<file path="config.mk">
export PLATFORM = sky130hd
export DESIGN_NAME = uart_rx_frame
export DESIGN_NICKNAME = d
export VERILOG_FILES = /design/src/rtl/uart_rx_frame.sv
export SDC_FILE = /design/constraint.sdc
export NUM_CORES = 1
export LEC_CHECK = 0
export CAP_MARGIN = 30
export CELL_PAD_IN_SITES_DETAIL_PLACEMENT = 1
export CELL_PAD_IN_SITES_GLOBAL_PLACEMENT = 2
export CORE_UTILIZATION = 40
export CTS_CLUSTER_DIAMETER = 50
export DETAILED_ROUTE_END_ITERATION = 8
export PLACE_DENSITY = 0.84
export SLEW_MARGIN = 20
export SYNTH_ARGS = -nofsm -noshare
export SYNTH_HDL_FRONTEND = slang
export SYNTH_SLANG_ARGS = --single-unit
</file>
<file path="constraint.sdc">
create_clock -name clk -period 2.9 [get_ports clk]
set_input_delay 0.725 -clock clk [delete_from_list [all_inputs] [get_ports clk]]
set_output_delay 0.725 -clock clk [all_outputs]
set_load 0.005 [all_outputs]
</file>
<file path="src/rtl/uart_rx_frame.sv">
// uart_rx_frame: configurable UART receiver (5-8 data bits, optional even/odd
// parity, 1 or 2 stop bits) with 3-sample majority voting, false-start
// rejection, break detection and a valid/ready holding register that reports
// overruns. Bit timing comes from an external oversampling baud tick.
module uart_rx_frame #(
    parameter int OSR         = 16,
    parameter int SYNC_STAGES = 2
) (
    input  logic       clk,
    input  logic       rst_n,
    input  logic       rx,
    input  logic       baud_tick,
    input  logic [1:0] cfg_data_bits,
    input  logic       cfg_parity_en,
    input  logic       cfg_parity_odd,
    input  logic       cfg_stop2,
    input  logic       rx_ready,
    output logic [7:0] rx_data,
    output logic       rx_valid,
    output logic       rx_parity_err,
    output logic       rx_frame_err,
    output logic       rx_break,
    output logic       rx_overrun,
    output logic       rx_busy
);

    localparam int CNT_W = $clog2(OSR);
    localparam logic [CNT_W-1:0] CNT_S0   = CNT_W'(OSR / 2 - 1);
    localparam logic [CNT_W-1:0] CNT_S1   = CNT_W'(OSR / 2);
    localparam logic [CNT_W-1:0] CNT_S2   = CNT_W'(OSR / 2 + 1);
    localparam logic [CNT_W-1:0] CNT_LAST = CNT_W'(OSR - 1);

    typedef enum logic [2:0] {
        IDLE,
        START,
        DATA,
        PARITY,
        STOP,
        BRK_WAIT
    } state_t;

    state_t state_q, state_d;

    logic [SYNC_STAGES-1:0] sync_q;
    logic                   rxs;
    logic [CNT_W-1:0]       sample_cnt;
    logic                   samp0_q, samp1_q;
    logic                   maj;
    logic                   decide, bit_end;

    // Per-frame configuration, frozen at the start-bit decision
    logic [1:0] bits_q;
    logic       par_en_q, par_odd_q, stop2_q;

    logic [7:0] data_q;
    logic [3:0] bit_idx;
    logic [3:0] n_bits;
    logic       pbit_q, perr_q, ferr_q, stop_idx_q;
    logic       last_stop;

    logic       frame_done, final_ferr, final_brk;

    assign rxs       = sync_q[SYNC_STAGES-1];
    assign decide    = baud_tick && (sample_cnt == CNT_S2);
    assign bit_end   = baud_tick && (sample_cnt == CNT_LAST);
    assign maj       = (samp0_q & samp1_q) | (samp0_q & rxs) | (samp1_q & rxs);
    assign n_bits    = 4'd5 + {2'b00, bits_q};
    assign last_stop = !stop2_q || stop_idx_q;

    // Bring the asynchronous line into the clk domain; idles high out of reset
    always_ff @(posedge clk or negedge rst_n) begin
        if (!rst_n) begin
            sync_q <= '1;
        end else begin
            sync_q <= {sync_q[SYNC_STAGES-2:0], rx};
        end
    end

    // Oversample counter: held at zero while waiting, otherwise wraps each bit
    always_ff @(posedge clk or negedge rst_n) begin
        if (!rst_n) begin
            sample_cnt <= '0;
        end else if (state_q == IDLE || state_q == BRK_WAIT) begin
            sample_cnt <= '0;
        end else if (baud_tick) begin
            sample_cnt <= (sample_cnt == CNT_LAST) ? '0 : sample_cnt + CNT_W'(1);
        end
    end

    // Capture the first two of the three mid-bit samples; the third is live rxs
    always_ff @(posedge clk or negedge rst_n) begin
        if (!rst_n) begin
            samp0_q <= 1'b0;
            samp1_q <= 1'b0;
        end else begin
            if (baud_tick && sample_cnt == CNT_S0) samp0_q <= rxs;
            if (baud_tick && sample_cnt == CNT_S1) samp1_q <= rxs;
        end
    end

    // FSM state register
    always_ff @(posedge clk or negedge rst_n) begin
        if (!rst_n) begin
            state_q <= IDLE;
        end else begin
            state_q <= state_d;
        end
    end

    // FSM next state: everything but the start-edge detect waits for a tick
    always_comb begin
        state_d = state_q;
        case (state_q)
            IDLE: begin
                if (!rxs) state_d = START;
            end
            START: begin
                if (decide && maj)  state_d = IDLE;
                else if (bit_end)   state_d = DATA;
            end
            DATA: begin
                if (bit_end && bit_idx == n_bits)
                    state_d = par_en_q ? PARITY : STOP;
            end
            PARITY: begin
                if (bit_end) state_d = STOP;
            end
            STOP: begin
                if (decide && last_stop)
                    state_d = (ferr_q || !maj) ? BRK_WAIT : IDLE;
            end
            BRK_WAIT: begin
                if (baud_tick && rxs) state_d = IDLE;
            end
            default: state_d = IDLE;
        endcase
    end

    // FSM outputs: frame completion strobe and the final status of that frame
    always_comb begin
        frame_done = 1'b0;
        final_ferr = ferr_q | ~maj;
        final_brk  = final_ferr && (data_q == 8'h00) && (!par_en_q || !pbit_q);
        if (state_q == STOP && decide && last_stop) frame_done = 1'b1;
    end

    // Frame datapath: latch config, assemble data bits, evaluate parity and stop
    always_ff @(posedge clk or negedge rst_n) begin
        if (!rst_n) begin
            bits_q     <= 2'd0;
            par_en_q   <= 1'b0;
            par_odd_q  <= 1'b0;
            stop2_q    <= 1'b0;
            data_q     <= 8'h00;
            bit_idx    <= 4'd0;
            pbit_q     <= 1'b0;
            perr_q     <= 1'b0;
            ferr_q     <= 1'b0;
            stop_idx_q <= 1'b0;
        end else begin
            if (state_q == START && decide && !maj) begin
                bits_q     <= cfg_data_bits;
                par_en_q   <= cfg_parity_en;
                par_odd_q  <= cfg_parity_odd;
                stop2_q    <= cfg_stop2;
                data_q     <= 8'h00;
                bit_idx    <= 4'd0;
                pbit_q     <= 1'b0;
                perr_q     <= 1'b0;
                ferr_q     <= 1'b0;
                stop_idx_q <= 1'b0;
            end
            if (state_q == DATA && decide) begin
                data_q[bit_idx[2:0]] <= maj;
                bit_idx              <= bit_idx + 4'd1;
            end
            if (state_q == PARITY && decide) begin
                pbit_q <= maj;
                perr_q <= ((^data_q) ^ maj) != par_odd_q;
            end
            if (state_q == STOP && decide) begin
                if (!maj) ferr_q <= 1'b1;
                stop_idx_q <= 1'b1;
            end
        end
    end

    // Holding register: load on completion unless full and not being drained
    always_ff @(posedge clk or negedge rst_n) begin
        if (!rst_n) begin
            rx_data       <= 8'h00;
            rx_valid      <= 1'b0;
            rx_parity_err <= 1'b0;
            rx_frame_err  <= 1'b0;
            rx_break      <= 1'b0;
            rx_overrun    <= 1'b0;
        end else begin
            rx_overrun <= 1'b0;
            if (frame_done) begin
                if (!rx_valid || rx_ready) begin
                    rx_valid      <= 1'b1;
                    rx_data       <= data_q;
                    rx_parity_err <= perr_q;
                    rx_frame_err  <= final_ferr;
                    rx_break      <= final_brk;
                end else begin
                    rx_overrun <= 1'b1;
                end
            end else if (rx_valid && rx_ready) begin
                rx_valid <= 1'b0;
            end
        end
    end

    // Busy flag follows the FSM one clock late
    always_ff @(posedge clk or negedge rst_n) begin
        if (!rst_n) begin
            rx_busy <= 1'b0;
        end else begin
            rx_busy <= (state_q != IDLE);
        end
    end

endmodule

</file>
### Yosys cells after proc, flatten, opt, wreduce, memory -nomap -nowiden

Cells that the tools add are included.

* equality and inequality tests: 18
* multiplexer cells: 33
* $add $sub $neg: 3
* magnitude comparators: 2
* bitwise operators: 8
* reductions and logical operators: 40

Operator list (count)
* 2-to-1 mux 3 bit: 9
* 2-to-1 mux 4 bit: 5
* logical AND 1 bit: 18
* one-hot mux 3 bit (6 select lines): 1
* 2-to-1 mux 8 bit: 2
* 2-to-1 mux 1 bit: 14
* equality test 4 bit, second input constant: 3
* nonzero test 2 bit: 5
* adder 4 x 1 -> 4 bit, second input constant: 2
* bitwise mux 8 bit: 1
* logical NOT 8 bit: 1
* != test 2 bit, second input constant: 4
* parity 8 bit: 1
* equality test 3 x 2 -> 1 bit, second input constant: 2
* equality test 3 bit, second input constant: 2
* AND reduction 6 bit: 1
* logical NOT 1 bit: 5
* logical OR 1 bit: 5
* adder 3 x 2 -> 4 bit, first input constant: 1
* equality test 4 x 3 -> 1 bit, second input constant: 1
* equality test 4 bit: 1
* less-than comparator 3 x 4 -> 1 bit, second input constant: 1
* != test 2 x 1 -> 1 bit, second input constant: 2
* AND reduction 2 bit: 2
* other kinds (11): 15

* flip-flop bits (word level): 46
* input bits: 10

### Logic depth before layout (Yosys ltp)

Gate-level depths: netlist of run 1.

* depth after elaboration: 8
* mapped depth: 8

### Least setup slack after synthesis of run 1

OpenSTA, ideal clock, no wires.

* path kind: input to register
* start point: input port baud_tick
* end point: register state_q[1]
* cell stages on the path: 6
* setup time: 125 ps
* arrival: 1933 ps
* path slack: 842 ps
* buffers on the path: 1
* path through: buf_2 -> and4b_1 -> a21oi_2 -> o21a_1 -> nor3_4 -> mux2_4

* longest elaborated chain between the ends: 4
* elaborated cells between the ends (all ways): 14

Ends and longest elaborated chain
* start: declaration: line 12 `input logic baud_tick,`
* logical AND 1 bit, on equally long branches: line 64, 65
* logical AND 1 bit, on equally long branches: line 118, 122, 129
* != test 3 bit (no source line) (tied with other cells)
* AND reduction 6 bit (no source line) or one-hot mux 3 bit (6 select lines) (tied branches)
* end signal: assignment: line 106 `state_q <= state_d;`
* end: declaration: line 42 `state_t state_q, state_d;`

Several ways; a longest one is shown, not always the timed one.
A chain may end at the register's enable or synchronous reset.

### Final worst setup path of run 1

Ends and elaborated chain as after synthesis.

==> impl_metrics.env, run 1 <==
export IMPL_ctsHoldBuffers=0
export IMPL_ant_nets=0
export IMPL_start_util_pct=41.86
export IMPL_synth_top_cell_area_share_pct=47.18
export IMPL_start_kind="input port"
export IMPL_dp_hpwl_um=3296
export IMPL_instances_no_fill=317
export IMPL_die_h_um=78.38
export IMPL_worst_pin_slew_ns=0.6026
export IMPL_antenna_found_initial=0
export IMPL_drtIter0Drc=73
export IMPL_place_gp_congestion=0.8172
export IMPL_hold_violations=0
export IMPL_clock_skew_ns=0.007139
export IMPL_status="completed"
export IMPL_syn_area_per_cell_um2=10.66
export IMPL_core_um2=5574
export IMPL_ys_ff_latch=46
export IMPL_min_period_over_period_pct=74.72
export IMPL_max_freq_ghz=0.4615
export IMPL_setup_ws_ns=0.7332
export IMPL_final_area_um2=2716
export IMPL_min_path_type="reg2reg"
export IMPL_place_inst=310
export IMPL_path_clk_slew_ns=0.09
export IMPL_peakVddDrop_mv=0.2743
export IMPL_critical_path_arrival_ns=2.35
export IMPL_die_w_um=78.38
export IMPL_overflow=0
export IMPL_rsz0062_at_grt="no"
export IMPL_grtUsageTotal_pct=16.89
export IMPL_synthFlopType="dfrtp_1"
export IMPL_netlist_instances=219
export IMPL_cts_buffer_depth=2
export IMPL_end_kind="flop"
export IMPL_cp_required_ns=3.09
export IMPL_detail_route_wl_per_cell_um=14.30
export IMPL_path_cells="clkdlybuf4s50_1, and4b_1, a21oi_2, o21a_1, nor3_4, mux2_4"
export IMPL_cts_sinks=46
export IMPL_regArea_um2=1154
export IMPL_die_area_um2=6143
export IMPL_num_vias=1610
export IMPL_drc=0
export IMPL_slowest_delay_ns=0.55
export IMPL_wirelength_um=4532
export IMPL_utilization_pct=48.73
export IMPL_multi_input_area_um2=1075
export IMPL_synth_area_top_cells="dfrtp_1 47%, ha_1 4.8%, o21ai_0 4.5%"
export IMPL_cap_violations=0
export IMPL_cts_root_buf="clkbuf_8"
export IMPL_num_io_pins=24
export IMPL_port_buffer_count=23
export IMPL_placedInstanceArea_um2=2638
export IMPL_fillerInstances=625
export IMPL_path_class="in2reg"
export IMPL_grt_pass1_vias=1698
export IMPL_grt_max_degree=27
export IMPL_grt_pass1_wl_um=8038
export IMPL_post_cts_resized=0
export IMPL_syn_area_um2=2333
export IMPL_post_place_ws_ns=0.4138
export IMPL_holdWs_ns=0.3547
export IMPL_synth_nets=238
export IMPL_cp_max_fo=4
export IMPL_via_per_inst=5.079
export IMPL_clk_latency_ns=0.30
export IMPL_rr_worst_depth=7
export IMPL_area_delta_synth_final_pct=16.41
export IMPL_slew_headroom_pct=59.83
export IMPL_rows=27
export IMPL_layout_nets=264
export IMPL_htreeDepth=2
export IMPL_setup_viol=0
export IMPL_period_minus_slack_ns=2.167
export IMPL_synth_cell_types=48
export IMPL_yosysSeqAreaShare_pct=49.44
export IMPL_synthArstFlopShare_pct=100.0
export IMPL_cpMaxStageDelayCell="clkdlybuf4s50_1"
export IMPL_leakage_nw=1.211
export IMPL_synth_edf_count=0
export IMPL_antenna_cells=0
export IMPL_yosys_warnings=0
export IMPL_slew_viol_final=0
export IMPL_firstDrtPassIters=4
export IMPL_synth_top_area_cell="dfrtp_1"
export IMPL_numCtsBuffers=5
export IMPL_p_total_mw=1.676
export IMPL_tns_ns=0
export IMPL_postCtsSetupBuffers=0
export IMPL_worstHoldPathCells=0
export IMPL_drive_gt1_share_pct=15.92
export IMPL_cts_tree="built"
export IMPL_powerDensity_nw_per_um2=617.0
[worst max-delay path: cells and delay by family]
family / cells / cell delay [ns]
AND/OR/NAND/NOR: 2 / 0.50
AO/OA/AOI/OAI: 2 / 0.26
buffers and inverters: 1 / 0.55
multiplexers: 1 / 0.32
[final timing paths]
path                                      startpoint                        end  slack [ns]
max                                        baud_tick     state_q[1]$_DFFE_PN0P_        0.73
min                              sync_q[0]$_DFF_PN1_        sync_q[1]$_DFF_PN1_        0.35
max reg2reg                sample_cnt[1]$_DFFE_PN0P_     state_q[1]$_DFFE_PN0P_        0.99
min reg2reg                      sync_q[0]$_DFF_PN1_        sync_q[1]$_DFF_PN1_        0.35
max in group asynchronous                      rst_n        sync_q[0]$_DFF_PN1_        1.82
min in group asynchronous                      rst_n  sample_cnt[0]$_DFFE_PN0P_        0.43
[final cells by class]
cell class,count,share of cell area [%]
tap,72,3.316
clock inverter,2,0.3685
timing repair buffer,29,9.949
clock buffer,5,2.533
sequential,46,42.47
inverter,13,1.796
multi-input combinational,150,39.57
[power breakdown]
| part | switching, mW | internal, mW | leakage, nW |
|---|---|---|---|
| clock | 0.212 | 0.162 | 0.0438 |
| combinational | 0.246 | 0.234 | 0.542 |
| sequential | 0.112 | 0.710 | 0.625 |
| total | 0.570 | 1.11 | 1.21 |
[cells by family after synthesis]
logic type	share of synthesized area [%]
muxes	6.595
and+or+nand+nor	18.34
AOI/OAI and AO/OA	12.44
buffers and inverters	4.504
adders and majority gates	5.308
DFF	49.44
xor gates and xnor gates	3.378
[cell usage after synthesis, types with 2 or more instances]
library cell / instances
nand4_1: 2
xnor2_1: 5
nor3_4: 2
mux2i_1: 3
mux2_2: 7
o21ai_0: 21
nand3_1: 18
buf_2: 5
inv_1: 13
nand2_1: 24
ha_1: 9
a21oi_1: 6
mux2_4: 3
o21a_1: 2
dfrtp_1: 44
dfstp_2: 2
clkbuf_1: 2
o22ai_1: 2
a22oi_1: 2
nor2_1: 9
nor2b_1: 4
nand2b_1: 4
o21ai_1: 2
xor2_1: 4
[cell usage in the layout (no fill, tap or decap), types with 2 or more instances in the layout]
cell type and count:
a21oi_1 6, a22oi_1 2, buf_4 6, clkbuf_8 5, clkdlybuf4s50_1 22, clkinv_2 2, dfrtp_1 44, dfstp_2 2
ha_1 9, inv_1 13, mux2_2 7, mux2_4 3, mux2i_1 3, nand2_1 24, nand2b_1 4, nand3_1 18
nand4_1 2, nor2_1 9, nor2b_1 4, nor3_4 2, o21a_1 2, o21ai_0 21, o21ai_1 2, o22ai_1 2
xnor2_1 5, xor2_1 4
[sequential cells by signal (all words and copies together), names as in the netlist, 2 cells and up]
| register | flops |
|---|---|
| sample_cnt | 4 |
| bits_q | 2 |
| data_q | 8 |
| state_q | 3 |
| rx_data | 8 |
| sync_q | 2 |
| bit_idx | 4 |
[per-layer routing]
layer | vias up | track usage, % | routed length, µm
met4 | 0 | 6.111 | 81
li1 | 816 | - | -
met2 | 27 | 26.75 | 2031
met5 | - | 0 | 0
met3 | 9 | 4.302 | 142
met1 | 758 | 22.31 | 2276
Power figures use the tool's default switching activity.
==> run 2: changes to the inputs <==
--- a/config.mk
+++ b/config.mk
@@ -8,10 +8,10 @@
 export CAP_MARGIN = 30
 export CELL_PAD_IN_SITES_DETAIL_PLACEMENT = 1
 export CELL_PAD_IN_SITES_GLOBAL_PLACEMENT = 2
-export CORE_UTILIZATION = 40
+export CORE_UTILIZATION = 33
 export CTS_CLUSTER_DIAMETER = 50
 export DETAILED_ROUTE_END_ITERATION = 8
-export PLACE_DENSITY = 0.84
+export PLACE_DENSITY = 0.74
 export SLEW_MARGIN = 20
 export SYNTH_ARGS = -nofsm -noshare
 export SYNTH_HDL_FRONTEND = slang
==> constraint.sdc (replaced) <==
create_clock -name clk -period 1.8 [get_ports clk]
set_input_delay 0.45 -clock clk [delete_from_list [all_inputs] [get_ports clk]]
set_output_delay 0.45 -clock clk [all_outputs]
set_load 0.005 [all_outputs]
==> run 2 against run 1 <==
  * The run now ends with negative setup slack left
  * Largest power group unchanged
  * Sequential share of layout area is 4.3 points lower
  * Largest cell class unchanged
  * Worst setup slack worse by 0.74 ns
  * Critical path depth is 1 lower
  * Flip-flop and latch count stayed put
==> impl_metrics.env, run 2 (synthesis gave the netlist of run 1 again) <==
export IMPL_port_buffer_count=23
export IMPL_instances_no_fill=367
export IMPL_p_total_mw=3.154
export IMPL_period_minus_slack_ns=1.804
export IMPL_critical_path_arrival_ns=1.99
export IMPL_setup_viol=2
export IMPL_max_freq_ghz=0.5544
export IMPL_rows=30
export IMPL_cp_required_ns=1.99
export IMPL_path_class="reg2reg"
export IMPL_antenna_found_initial=0
export IMPL_htreeDepth=2
export IMPL_drc=0
export IMPL_min_path_type="in2async"
export IMPL_num_vias=1717
export IMPL_area_delta_synth_final_pct=29.49
export IMPL_die_w_um=86.09
export IMPL_rsz0062_at_grt="yes"
export IMPL_num_io_pins=24
export IMPL_clock_skew_ns=0.003807
export IMPL_cts_sinks=46
export IMPL_drtIter0Drc=33
export IMPL_grt_pass1_wl_um=8590
export IMPL_cts_buffer_depth=2
export IMPL_slowest_delay_ns=0.61
export IMPL_antenna_cells=0
export IMPL_powerDensity_nw_per_um2=1044
export IMPL_cpMaxStageDelayCell="dfstp_2"
export IMPL_firstDrtPassIters=4
export IMPL_core_um2=6794
export IMPL_ant_nets=0
export IMPL_cp_max_fo=7
export IMPL_leakage_nw=1.370
export IMPL_path_buf_inv=0
export IMPL_path_cells="maj3_2, a21oi_2, o21a_1, nor3_4, mux2_4"
export IMPL_end_kind="flop"
export IMPL_final_common_cell="dfrtp_1"
export IMPL_start_util_pct=34.35
export IMPL_setup_ws_ns=-0.003787
export IMPL_drive_gt1_share_pct=25.46
export IMPL_overflow=0
export IMPL_final_cell_mix="44 x dfrtp_1, 28 x buf_4, 24 x nand2_1"
export IMPL_cap_violations=0
export IMPL_min_period_over_period_pct=100.2
export IMPL_reg_top3="data_q: 8 flops, rx_data: 8 flops"
export IMPL_numCtsBuffers=5
export IMPL_dp_hpwl_um=3842
export IMPL_cp_top_family="flip-flops"
export IMPL_path_clk_slew_ns=0.09
export IMPL_cts_root_buf="clkbuf_8"
export IMPL_start_kind="flop"
export IMPL_die_area_um2=7411
export IMPL_worst_pin_slew_ns=0.4551
export IMPL_hold_violations=0
export IMPL_failed_checks="negative setup slack"
export IMPL_ctsHoldBuffers=0
export IMPL_peakVddDrop_mv=0.3902
export IMPL_wirelength_um=5009
export IMPL_place_gp_congestion=0.7251
export IMPL_place_inst=359
export IMPL_post_place_ws_ns=-0.4645
export IMPL_slew_viol_final=0
export IMPL_layout_nets=289
export IMPL_status="finished with violations"
export IMPL_utilization_pct=44.48
export IMPL_grtUsageTotal_pct=15.23
export IMPL_via_per_inst=4.678
export IMPL_grt_pass1_vias=1751
export IMPL_grt_max_degree=29
export IMPL_slew_headroom_pct=69.66
export IMPL_detail_route_wl_per_cell_um=13.65
export IMPL_clk_latency_ns=0.30
export IMPL_die_h_um=86.09
export IMPL_cts_tree="built"
-- run 2: timing repair --
action / in CTS / in global routing
resized for setup: 5 / 0
cloned: 0 / 0
endpoints found under the setup margin: 7 / 4
buffers inserted: 0 / 0
pin swaps: 1 / 1
-- run 2: cell type report --
class | count | area, µm²
Inverter | 13 | 48.80
Sequential cell | 46 | 1154
Timing Repair Buffer | 54 | 494.2
Clock inverter | 3 | 40.04
Clock buffer | 5 | 68.82
Multi-Input combinational cell | 150 | 1096
Tap cell | 96 | 120.1
Fill cell | 764 | 3772
-- run 2: metrics by stage --
stage | hold WS, ns | TNS (ns) | cell area, µm²
2_1_floorplan | 0.1544 | -0.01061 | 2336
3_3_place_gp | 0.3457 | -8.770 | 2895
3_5_place_dp | 0.3512 | -9.692 | 2895
4_1_cts | 0.08614 | 0 | 3022
5_1_grt | 0.1012 | -0.2619 | 3022
6_report | 0.08594 | -0.006573 | 3022
-- run 2: routing by layer --
metal | routed length (µm) | share of wire (%) | GRT usage (%) | up-vias
met5 | 0 | 0 | 0 | -
met4 | 77 | 1.5 | 5.909 | 0
met3 | 141 | 2.8 | 3.272 | 6
met2 | 2376 | 47 | 25.11 | 29
met1 | 2413 | 48 | 19.49 | 817
li1 | - | - | - | 865
-- run 2: final timing paths --
path | start | end | slack (ns) | cells after the start
max in group asynchronous | rst_n | sync_q[1]$_DFF_PN1_ | 1.13 | 2
worst max-delay path | sync_q[1]$_DFF_PN1_ | state_q[2]$_DFFE_PN0P_ | -0.004 | 5
worst min-delay path | rst_n | rx_data[5]$_DFFE_PN0P_ | 0.09 | 1
worst max register to register | sync_q[1]$_DFF_PN1_ | state_q[2]$_DFFE_PN0P_ | -0.004 | 5
min in group clk | sync_q[0]$_DFF_PN1_ | sync_q[1]$_DFF_PN1_ | 0.36 | 0
worst min register to register | sync_q[0]$_DFF_PN1_ | sync_q[1]$_DFF_PN1_ | 0.36 | 0
-- run 2: power breakdown --
part           internal [mW]  switching [mW]  total [mW]
Sequential              1.15           0.101        1.25
Combinational          0.591           0.552        1.14
Clock                  0.409           0.355       0.764
